$ cat config.mk
export PLATFORM = sky130hd
export DESIGN_NAME = unidade_busca
export DESIGN_NICKNAME = d
export VERILOG_FILES = /design/src/rtl/unidade_busca.sv
export SDC_FILE = /design/constraint.sdc
export NUM_CORES = 1
export LEC_CHECK = 0
export CAP_MARGIN = 20
export CORE_AREA = 2 2 83 85
export DETAILED_ROUTE_END_ITERATION = 7
export DIE_AREA = 0 0 85 87
export MAX_ROUTING_LAYER = met4
export PLACE_DENSITY = 0.94
export SETUP_SLACK_MARGIN = 0.1
export SYNTH_ARGS = -nofsm -noshare
export SYNTH_HDL_FRONTEND = slang
export SYNTH_SLANG_ARGS = --single-unit
$ cat constraint.sdc
create_clock -name clock -period 4.4 [get_ports clock]
set_clock_uncertainty 0.15 [all_clocks]
set_input_delay 0.44 -clock clock [delete_from_list [all_inputs] [get_ports clock]]
set_output_delay 0.44 -clock clock [all_outputs]
set_load 0.02 [all_outputs]
$ cat src/rtl/unidade_busca.sv
// unidade_busca: instruction fetch stage (PC, instruction memory address, fetch/decode register)
// Optional feature macro: BUSCA_SALTO_ANTECIPADO_EN (decode immediate jump JI in fetch)
// Ports:
//   clock, reset       rising-edge clock, synchronous active-high reset
//   instrucao_mem      word read combinationally from memory at endereco
//   parar              stall from downstream, holds PC and fetch register
//   desvio/alvo_desvio redirect request and target word address from execute
//   endereco           PC, word address into instruction memory
//   instrucao          fetched instruction
//   pc_instrucao       address instrucao was fetched from
//   valida             instrucao is a real fetched instruction
//   parado             core halted
module unidade_busca #(
    parameter int         TAM_MEM     = 32,
    parameter logic [4:0] OPCODE_JI   = 5'b10100,
    parameter logic [4:0] OPCODE_HALT = 5'b11111
) (
    input  logic        clock,
    input  logic        reset,
    input  logic [31:0] instrucao_mem,
    input  logic        parar,
    input  logic        desvio,
    input  logic [31:0] alvo_desvio,
    output logic [31:0] endereco,
    output logic [31:0] instrucao,
    output logic [31:0] pc_instrucao,
    output logic        valida,
    output logic        parado
);
`ifdef BUSCA_SALTO_ANTECIPADO_EN
    localparam bit SALTO_ANTECIPADO = 1'b1;
`else
    localparam bit SALTO_ANTECIPADO = 1'b0;
`endif
    localparam logic [31:0] MASCARA = 32'(TAM_MEM - 1);
    typedef enum logic [1:0] {INICIO, BUSCA, PARADO} estado_t;
    estado_t     estado;
    logic [4:0]  opcode;
    logic [31:0] proximo;
    logic [31:0] alvo;
    assign opcode = instrucao_mem[31:27];
    assign alvo   = alvo_desvio & MASCARA;
    always_comb begin
        proximo = (SALTO_ANTECIPADO && opcode == OPCODE_JI) ? ({6'd0, instrucao_mem[25:0]} & MASCARA)
                                                            : ((endereco + 32'd1) & MASCARA);
    end
    always_ff @(posedge clock) begin
        if (reset) begin
            estado       <= INICIO;
            endereco     <= '0;
            instrucao    <= '0;
            pc_instrucao <= '0;
            valida       <= 1'b0;
            parado       <= 1'b0;
        end else begin
            case (estado)
                // memory does its first-edge initialization here, nothing is captured
                INICIO: begin
                    estado <= BUSCA;
                    if (desvio) endereco <= alvo;
                end
                BUSCA: begin
                    if (desvio) begin
                        endereco  <= alvo;
                        instrucao <= '0;
                        valida    <= 1'b0;
                    end else if (!parar) begin
                        instrucao    <= instrucao_mem;
                        pc_instrucao <= endereco;
                        valida       <= 1'b1;
                        if (opcode == OPCODE_HALT) begin
                            estado <= PARADO;
                            parado <= 1'b1;
                        end else begin
                            endereco <= proximo;
                        end
                    end
                end
                PARADO: begin
                    instrucao <= '0;
                    valida    <= 1'b0;
                    if (desvio) begin
                        endereco <= alvo;
                        estado   <= BUSCA;
                        parado   <= 1'b0;
                    end
                end
                default: estado <= INICIO;
            endcase
        end
    end
endmodule

=== Word-level counts from Yosys, hierarchy flattened ===
Cells that the tools add are included.

* Bits in registers: 100
* Word-level logic and storage cells: 49

* Add/subtract/negate cells: 1
* Eq/ne operators: 10
* Muxes and demuxes: 21
* Bitwise logic cells: 2
* Reduce and logical (&&, ||, !) cells: 9

{| class="wikitable"
|+ Operators by type and width
! operator !! count
|-
| two-way mux 32 bit || 6
|-
| case mux 32 bit (2 select lines) || 2
|-
| two-way mux 2 bit || 4
|-
| inequality test 2 bit, second input constant || 4
|-
| AND reduction 4 bit || 2
|-
| two-way mux 1 bit || 6
|-
| inequality test 3 bit, second input constant || 2
|-
| case mux 2 bit (3 select lines) || 1
|-
| adder 5 x 1 -> 5 bit, second input constant || 1
|-
| == test 5 bit, second input constant || 1
|-
| AND reduction 5 bit || 1
|-
| case mux 1 bit (2 select lines) || 2
|-
| nonzero test 2 bit || 2
|-
| AND reduction 3 bit || 1
|-
| == test 2 x 1 -> 1 bit, second input constant || 1
|-
| == test 2 bit, second input constant || 1
|-
| zero test 2 bit || 1
|-
| inequality test 2 x 1 -> 1 bit, second input constant || 1
|-
| inverter 1 bit || 2
|-
| AND reduction 2 bit || 1
|-
| OR reduction 2 bit || 1
|}

=== Depth between registers and ports, before layout ===
* Word-level depth: 5
* Depth in mapped cells: 8

=== Worst setup path after synthesis ===
Ideal clock, no wire load.

* Path type: register to register
* Start: register estado[0]
* End: register endereco[2]
* Setup time: 87 ps
* Arrival time: 1681 ps
* Slack: 2482 ps
* Stages on the path, launching flop included: 8
* Clock period less this slack: 1918 ps
* Path through: dfxtp_1 inv_1 ha_1 or3_4 buf_6 nor3b_1 a21oi_1 o31ai_1

* Word-level cells in the longest chain between the ends: 4

{| class="wikitable"
|+ Ends and longest elaborated chain
! element !! line !! text
|-
| start: declaration || 37 || <nowiki>estado_t estado;</nowiki>
|-
| start signal: assignment || 49 || <nowiki>estado <= INICIO;</nowiki>
|-
| start signal: assignment || 59 || <nowiki>estado <= BUSCA;</nowiki>
|-
| start signal: assignment || 72 || <nowiki>estado <= PARADO;</nowiki>
|-
| == test 2 bit or zero test 2 bit (tied branches) || 56 || <nowiki>case (estado)</nowiki>
|-
| OR reduction 2 bit (no line) || - ||
|-
| inequality test 2 x 1 -> 1 bit (no line) or nonzero test 2 bit (tied branches) || - ||
|-
| AND reduction 4 bit (no line) || - ||
|-
| end signal: assignment || 60 || <nowiki>if (desvio) endereco <= alvo;</nowiki>
|-
| end signal: assignment || 64 || <nowiki>endereco <= alvo;</nowiki>
|-
| end signal: assignment || 75 || <nowiki>endereco <= proximo;</nowiki>
|-
| end: declaration || 24 || <nowiki>output logic [31:0] endereco,</nowiki>
|}

Several ways; a longest one is shown, not always the timed one.
A chain may end at the register's enable or synchronous reset.

=== Worst setup path in the final report ===
* Start: register estado[0]
* End: register instrucao[26]

* Word-level cells in the longest chain between the ends: 3

{| class="wikitable"
|+ Ends and longest elaborated chain
! element !! line !! text
|-
| == test 2 x 1 -> 1 bit or == test 2 bit (tied branches) || 56 ||
|-
| inequality test 3 bit (no line) or nonzero test 2 bit (tied branches) || - ||
|-
| AND reduction 2 bit (no line) || - ||
|-
| end signal: assignment || 68 || <nowiki>instrucao <= instrucao_mem;</nowiki>
|-
| end: declaration || 25 || <nowiki>output logic [31:0] instrucao,</nowiki>
|}

Several ways; a longest one is shown, not always the timed one.

==> summary.txt <==
Status: complete, no violations
Area of the die: 7400 um^2
CTS Hold Bufs: 0
Worst Max-Slew Pin Slew: 1.04 ns
Most area-consuming cells after synthesis: sky130_fd_sc_hd__dfxtp_1 37%, sky130_fd_sc_hd__buf_4 16%, sky130_fd_sc_hd__a22oi_2 4.6%, sky130_fd_sc_hd__a21oi_1 4.1%, sky130_fd_sc_hd__nand3_1 3.4%
Largest stage delay on the critical path: 0.75 ns
R2r startpoint: estado[0]
First-pass GRT wire length: 8.68 mm
Top-Level Pins: 166
CTS tree: built
Final critical path time including I/O delays and setup: 2.71 ns
Worst-skew pair later-pin latency: 0.30 ns
Startpoint kind of the worst setup timing path: flop
Number of iterations in the first detailed-routing pass: 4
Post-synthesis cell count: 268
Synth unique cells: 44
CP Cell Sequence: ha_1 -> nor3b_4 -> and2b_1 -> a22oi_1 -> nor2_1
Sequential share of power: 0.363
Count of pins over their slew limit: 0
Number of antenna violations at the first check in global routing: 0
Relative contribution of the clock network to total power: 0.216
Int Pwr: 886 uW
Count of routing violations after the opening detailed-route iteration: 89
CP startpoint: estado[0]
Xor and xnor area share after synthesis: 0
Fraction of the mapped netlist area in simple logic gates: 0.176
Number of DRC violations after detailed routing: 0
Vias: 1994
Area of combinational cells with multiple inputs: 1230 um^2
Clock Sinks: 46
Combinational family with the most area after synthesis: buffers and inverters
FF+latch count, synth: 46
CTS Buffer Depth: 2
Master cell of the clock root buffer: sky130_fd_sc_hd__clkbuf_8
Sum of internal, switching and leakage power: 1.44 mW
CP Data Arrival Time: 2.79 ns
Vias in the first global route: 1839
Total number of yosys warnings: 0
Slowest-stage cell, CP: sky130_fd_sc_hd__and2b_1
Resized Gates After CTS: 0
Post-layout nets: 418
Combinational power share: 0.421
Hold_sp: instrucao[17]
Avg Cell Area, Syn: 9.21 um^2
Worst min-delay path category: reg2reg
DPL Wire Length: 3.89 mm
Total wirelength of the detailed-routed design: 5.42 mm
Post-Synth Adder-Cell Area: 0.0304
PwrDens: 450 nW/um^2
Number of levels the H-tree was split into: 2
Share of the yosys chip area belonging to registers: 0.373
Site row count: 30
Synthesized area: 2470 um^2
Detail-routed via count per cell: 4.69
Final period utilization: 0.616
Total Negative Setup Slacks: 0 ns
Antenna Nets Post-Route: 0
Core Box Area: 6570 um^2
Diode insertion count for antenna repair: 0
Hold violation count in the final report: 0
Fraction of layout cells with a size suffix above 1: 0.0957
Worst vdd rail ir drop: 0.000297 V
Number of synthesized flops with an enable pin: 0
Seq. cell area: 921 um^2
Die Span X: 85 um
Critical path class: reg2reg
Most frequent cell after synthesis: sky130_fd_sc_hd__buf_4
Total clock buffers created by CTS: 5
Post-synthesis async set-or-reset flop share: 0
Endpoint required time on the critical path: 4.48 ns
Input/output buffers: 84
Overall global routing resource usage: 0.149
Final-report setup violation count: 0
Most instantiated flip-flop cell in the synthesis netlist: sky130_fd_sc_hd__dfxtp_1
Remaining Overflow, GRT: 0
Die boundary height: 87 um
Largest driver fanout on the critical path: 18
Reported leakage power: 1.22 nW
Worst rel slew slack: 0.307
Share of Yosys cell area claimed by the top area cell type: 0.373
Number of filler instances in the final layout: 603
Cell types with the highest counts after synthesis: 54 x sky130_fd_sc_hd__buf_4, 46 x sky130_fd_sc_hd__dfxtp_1, 21 x sky130_fd_sc_hd__nor2_1
Finished Core Util: 0.488
Synthesized-area fraction occupied by ao, oa, aoi and oai cells: 0.173
Cell accounting for the most synthesized area: sky130_fd_sc_hd__dfxtp_1
Maximum number of pins on one net before global-route repair: 48
CTS clk-pin slew, worst paths: 0.09 ns
Post-CTS setup repair buffer count: 0
Max Freq: 369 MHz
Routed wire length per instance: 12.8 um
Cell family with most CP delay: simple AND/OR/NAND/NOR gates
Post-synthesis mux area share: 0.0325
Power dissipated by switching net loads: 556 uW
Weighted congestion at the end of routability-driven global placement: 0.767
Initial Utilization: 0.376
Register-to-register path setup slack: 1.69 ns
Switching fraction of total power: 0.385
Kind of capture point of the worst setup path: flop
Max Cap Violations: 0
RSZ-0062 raised after global routing: no
Critical path buffer and inverter count: 0
Area added between synthesis and finish: 29.9%
## layout make-up
type	count	area share
Timing Repair Buffer	84	0.261
Tap cell	80	0.0312
Clock inverter	1	0.00937
Sequential cell	46	0.287
Multi-Input combinational cell	204	0.384
Clock buffer	7	0.0238
Inverter	3	0.00351
## tightest hold or removal path, delay by kind of cell (launching register included)
family / cells / cell delay, ns
AO/OA/AOI/OAI: 1 / 0.05
flip-flops: 1 / 0.31
AND/OR/NAND/NOR: 1 / 0.05
## routing by layer
| metal | vias to the layer above | GRT usage | wire, um |
|---|---|---|---|
| met4 | 0 | 0.0418 | 45 |
| met2 | 96 | 0.248 | 2630 |
| met5 | - | - | 0 |
| li1 | 967 | - | - |
| met3 | 6 | 0.0417 | 440 |
| met1 | 925 | 0.177 | 2310 |
## through the flow
| step | setup slack (ns) | hold slack [ns] | std cells | area (um^2) |
|---|---|---|---|---|
| after floorplan | 2.48 | 0.378 | 321 | 2670 |
| after global routing | 1.44 | 0.318 | 425 | 3200 |
| after global placement | 1.61 | 0.287 | 417 | 3100 |
| final | 1.69 | 0.303 | 425 | 3200 |
| after detailed placement | 1.50 | 0.296 | 417 | 3100 |
| after CTS | 1.66 | 0.307 | 425 | 3200 |
## worst paths after layout
check                                     end  depth (start not counted)
worst max-delay path            instrucao[26]                          5
worst min-delay path            instrucao[17]                          2
worst max register to register  instrucao[26]                          5
worst min register to register  instrucao[17]                          2
## placed cells by master, fill, tap and decap left out, types with 2 or more instances in the layout
cell type	instances
sky130_fd_sc_hd__a22oi_2	9
sky130_fd_sc_hd__clkbuf_8	5
sky130_fd_sc_hd__clkdlybuf4s50_1	83
sky130_fd_sc_hd__conb_1	54
sky130_fd_sc_hd__o311ai_0	3
sky130_fd_sc_hd__nor2b_1	3
sky130_fd_sc_hd__clkbuf_1	2
sky130_fd_sc_hd__a21oi_1	20
sky130_fd_sc_hd__nor3_1	2
sky130_fd_sc_hd__a22oi_1	8
sky130_fd_sc_hd__nor2_2	9
sky130_fd_sc_hd__a311oi_1	2
sky130_fd_sc_hd__dfxtp_1	46
sky130_fd_sc_hd__ha_1	6
sky130_fd_sc_hd__nor2_1	21
sky130_fd_sc_hd__mux2i_1	8
sky130_fd_sc_hd__nand3_1	17
sky130_fd_sc_hd__o31ai_1	3
sky130_fd_sc_hd__nand2_1	19
sky130_fd_sc_hd__inv_1	3
## sequential cells by signal (all words and copies together), names as in the netlist
register      cells
valida            1
parado            1
estado            2
endereco          5
pc_instrucao      5
instrucao        32
## power by group through the flow
stage | clock network, mW | registers, mW | logic (mW)
CTS | 0.325 | 0.523 | 0.611
global placement | 0 | 0.529 | 0.595
floorplan | 0 | 0.586 | 0.412
global route | 0.343 | 0.532 | 0.660
finish | 0.311 | 0.524 | 0.607
detailed placement | 0 | 0.533 | 0.608
## cell families after synthesis
kind of cell,count (synthesis)
simple gates,82
other cells,1
fa+ha+maj,6
mux,8
flops,46
compound gates,54
buf+inv,71
Note: power is estimated with default switching activity, not from simulation.
==> variant 1: new RTL, same settings <==
Add a define of `BUSCA_SALTO_ANTECIPADO_EN`.
--- a/src/rtl/unidade_busca.sv
+++ b/src/rtl/unidade_busca.sv
@@ -10,6 +10,8 @@
 //   pc_instrucao       address instrucao was fetched from
 //   valida             instrucao is a real fetched instruction
 //   parado             core halted
+`define BUSCA_SALTO_ANTECIPADO_EN
+
 module unidade_busca #(
     parameter int         TAM_MEM     = 32,
     parameter logic [4:0] OPCODE_JI   = 5'b10100,
Function: changed (a bounded check fails within 4 cycles, from zero or initial values and one cycle with reset high).
==> variant 1 against the unedited design <==
Clock power down 15%; synthesized area down 3.5%; sequential cell count unchanged; sequential share of layout area up 0.44 points; routed wire length up 5.6%; setup slack better by 0.40 ns; final area down 1.5%; first-iteration DRC count down 45%; non-clock buffer count up 3; core utilization down 0.74 points; power down 1.4%; combinational power up 2%.
==> variant 1: results (changes against the unedited design) <==
[synthesis]
synth_edf_count = 0  ; unchanged
async_flop_share_pct = 0  ; unchanged
ys_seq_area_share_pct = 38.7  ; was 37.3%
ys_types = 40  ; was 44
synth_most_common_cell = buf_4  ; unchanged
synth_common_cells = buf_4, dfxtp_1, nor2_1  ; unchanged
synth.area.top_cells = dfxtp_1, buf_4, a22oi_1, nor2_1, a21oi_1  ; was dfxtp_1, buf_4, a22oi_2, a21oi_1, nand3_1

[route]
post_drt_wl_per_cell_um = 13.2  ; was 12.8 um
avgViaCountPerCell = 4.84  ; was 4.69
drt_iter0_markers = 49  ; was 89
dr.pass1.iters = 6  ; was 4

[worst_setup_path]
path_delay_family = simple AND/OR/NAND/NOR gates  ; unchanged
slowest_stage = nor3b_2  ; was and2b_1
slowest_delay_ns = 0.61  ; was 0.75 ns
critPathMaxFanout = 20  ; was 18
arrival_ns = 2.39  ; was 2.79 ns

[placed_design]
dp_slack_ns = 1.81  ; was 1.50 ns
placed_area_um2 = 3060  ; was 3100 um2
portBuffers = 84  ; unchanged
gp_congestion = 0.842  ; was 0.767
hpwlAfterDp_um = 4300  ; was 3890 um

[global_route]
grt_max_degree = 47  ; was 48
grt_pass1_wl_um = 8900  ; was 8680 um
antenna_found_initial = 0  ; unchanged
grt_pass1_vias = 1884  ; was 1839
grt_util_all_layers_pct = 15.2  ; was 14.9%

[clock_tree]
ctsResizeCount = 0  ; unchanged
cts_root_buf = clkbuf_8  ; unchanged
post_cts_buffers = 0  ; unchanged
cts.clk_slew.worst_paths_ns = 0.08
clockBufferDepth = 2  ; unchanged
cts_max_level = 2  ; unchanged

[cells_and_area]
finalNetCount = 428  ; was 418
drive_gt1_share_pct = 4.23  ; was 9.57%

[run_status]
status = finished clean  ; unchanged

[power]
leakage_nw = 1.19  ; was 1.22 nW
vdd_ir_drop_max_v = 0.000277  ; was 0.000297 V

[sta]
relSlewSlack_pct = 48.4  ; was 30.7%

variant 1: metrics by stage:
step           std cells  hold slack, ns
2_1_floorplan        330           0.375
3_3_place_gp         427           0.288
3_5_place_dp         427           0.294
4_1_cts              435           0.306
5_1_grt              435           0.322
6_report             435           0.301
variant 1: final cells by class:
class | count | area, um2
clock buffer | 7 | 86.3
sequential | 46 | 921
tap | 80 | 100
clock inverter | 1 | 5.00
fill | 615 | 3410
inverter | 7 | 26.3
multi-input combinational | 207 | 1150
timing repair buffer | 87 | 863
variant 1: worst paths after layout:
kind | to | slack [ns] | from | cells after the start
hold / removal | instrucao[16] | 0.30 | instrucao[16] | 2
hold reg to reg | instrucao[16] | 0.30 | instrucao[16] | 2
setup / recovery | instrucao[23] | 2.09 | estado[0] | 6
setup reg to reg | instrucao[23] | 2.09 | estado[0] | 6
variant 1: worst reg2reg max path: cells and delay by family, from the launching register on:
| family | cells | cell delay, ns |
|---|---|---|
| fa+ha+maj | 1 | 0.33 |
| flops | 1 | 0.46 |
| buf+inv | 1 | 0.25 |
| simple gates | 3 | 0.94 |
| compound gates | 1 | 0.13 |
variant 1: power by group:
| group | switching, mW | internal, mW |
|---|---|---|
| Combinational | 0.370 | 0.251 |
| Sequential | 0.0553 | 0.480 |
| Clock | 0.138 | 0.127 |
| Total | 0.564 | 0.858 |
variant 1: per-layer routing:
metal | track usage (%) | routed length [um] | vias up
met5 | - | 0 | -
met4 | 4.91 | 97 | 0
met3 | 3.03 | 352 | 10
met2 | 25.7 | 2890 | 102
met1 | 18.3 | 2390 | 994
li1 | - | - | 1001
variant 1: kinds of logic (layout without fill, tap and decap cells):
family	after synthesis	in the layout	share of synthesized area [%]
buffers and inverters	77	102	21.4
AO/OA/AOI/OAI	61	61	17.3
adder cells (fa/ha/maj)	6	6	3.15
XOR/XNOR	3	3	1.10
flip-flops	46	46	38.7
other	1	54	0.157
AND/OR/NAND/NOR	78	78	16.1
multiplexers	5	5	2.10
==> variant 2: new RTL, config.mk and constraints unchanged <==
Without the edit above. Reset style: asynchronous (`reset`), changed in one clocked block. Comments in the files are not updated.
--- a/src/rtl/unidade_busca.sv
+++ b/src/rtl/unidade_busca.sv
@@ -44,7 +44,7 @@
         proximo = (SALTO_ANTECIPADO && opcode == OPCODE_JI) ? ({6'd0, instrucao_mem[25:0]} & MASCARA)
                                                             : ((endereco + 32'd1) & MASCARA);
     end
-    always_ff @(posedge clock) begin
+    always_ff @(posedge clock or posedge reset) begin
         if (reset) begin
             estado       <= INICIO;
             endereco     <= '0;
Check against the original RTL: differs if reset is asserted again (counterexample within 4 cycles, from zero or initial values and one cycle with reset high); with reset held inactive, the same outputs for 4 cycles.
==> variant 2 against the unedited design <==
Synthesized area shrank 2.1%; global-route usage decreased by 0.57 points; power increased by 44%; sequential cell count unchanged; synthesized cell count is 24% lower; setup slack better by 0.033 ns; final area is 1.1% higher; combinational power rose by 73%; routed wire length down 2.6%.
==> variant 2: results (changes against the unedited design) <==
[route]
drt_iter0_markers = 60  ; was 89
dr.pass1.iters = 4  ; unchanged
avgViaCountPerCell = 4.65  ; was 4.69
routed_wl_um = 5280  ; was 5420 um

[worst_setup_path]
slowest_stage = and2_1  ; was and2b_1
critPathLaunch = estado[1]  ; was estado[0]
worstRegToRegCells = 6  ; was 5
timing.rr.end = instrucao[2]  ; was instrucao[26]
critPathMaxFanout = 20  ; was 18
arrival_ns = 2.76  ; was 2.79 ns
slowest_delay_ns = 0.54  ; was 0.75 ns

[synthesis]
netlist_instances = 204  ; was 268
synth_common_cells = buf_4, dfrtp_1, a22o_1  ; was buf_4, dfxtp_1, nor2_1
async_flop_share_pct = 100  ; was 0%
ys_types = 33  ; was 44
muxShareOfSynthArea_pct = 4.56  ; was 3.25%
synth.area.top_cells = dfrtp_1, buf_4, a22o_1, ha_1, mux2_2  ; was dfxtp_1, buf_4, a22oi_2, a21oi_1, nand3_1
ys.flop_type = dfrtp_1  ; was dfxtp_1
synth-compound-area-share_pct = 18.7  ; was 17.3%
synth_adder_area_share_pct = 3.11  ; was 3.04%
ys_seq_area_share_pct = 47.6  ; was 37.3%

[sta]
worstMarginPinSlew_ns = 0.637  ; was 1.04 ns
layout_setup_ws_ns = 1.72  ; was 1.69 ns

[global_route]
grt_pass1_wl_um = 8110  ; was 8680 um
grt_util_all_layers_pct = 14.3  ; was 14.9%
grt_max_degree = 47  ; was 48
grt_pass1_vias = 1591  ; was 1839

[power]
leakage_nw = 1.50  ; was 1.22 nW
vdd_ir_drop_max_v = 0.000274  ; was 0.000297 V

[placed_design]
gp_congestion = 0.738  ; was 0.767
placed_area_um2 = 3100  ; about the same

[cells_and_area]
num-multi-input-gates = 142  ; was 204
buf_share_pct = 27.3  ; was 26.1%
finalNetCount = 363  ; was 418
clk_share_pct = 3.52  ; was 3.32%
final_util_pct = 49.3  ; was 48.8%
n_all_buffers = 88  ; was 84
multi_input_area_um2 = 967  ; was 1230 um2
regArea_um2 = 1150  ; was 921 um2
inverters = 6  ; was 3
sh_seq_area_pct = 35.5  ; was 28.7%
fillCellCount = 596  ; was 603
layout.cells.non_filler = 370  ; was 425
drive_gt1_share_pct = 8.97  ; was 9.57%

[worst_hold_path]
min_path_type = input port to asynchronous set/reset pin  ; was flop to flop

[run_status]
status = finished clean  ; unchanged

-- variant 2: power breakdown --
group          internal (mW)  leakage (nW)  total, mW  switching [mW]
registers              0.578         0.602      0.705           0.127
clock network          0.169        0.0504      0.315           0.146
logic                  0.507         0.847       1.05           0.542
-- variant 2: worst reg2reg max path: stages, from the launching register on --
cell and delay [ns]:
dfrtp_1 0.49, inv_1 0.16, ha_1 0.32, nor3b_4 0.42
and2_1 0.54, buf_4 0.36, a22o_1 0.18
-- variant 2: worst min-delay path by stage --
stage	cells past startpoint	endpoint	slack, ns	start
after global placement	1	valida	0.31	valida
after floorplan	1	instrucao[0]	0.42	instrucao_mem[0]
after detailed placement	1	valida	0.33	valida
after global routing	2	instrucao[8]	0.35	reset
final	2	instrucao[8]	0.33	reset
after CTS	1	valida	0.35	valida
-- variant 2: routing by layer --
| metal | routed length (um) | track usage, % |
|---|---|---|
| met1 | 2120 | 16.8 |
| met2 | 2790 | 24.7 |
| met3 | 327 | 4.08 |
| met4 | 43 | 3.03 |
| met5 | 0 | - |
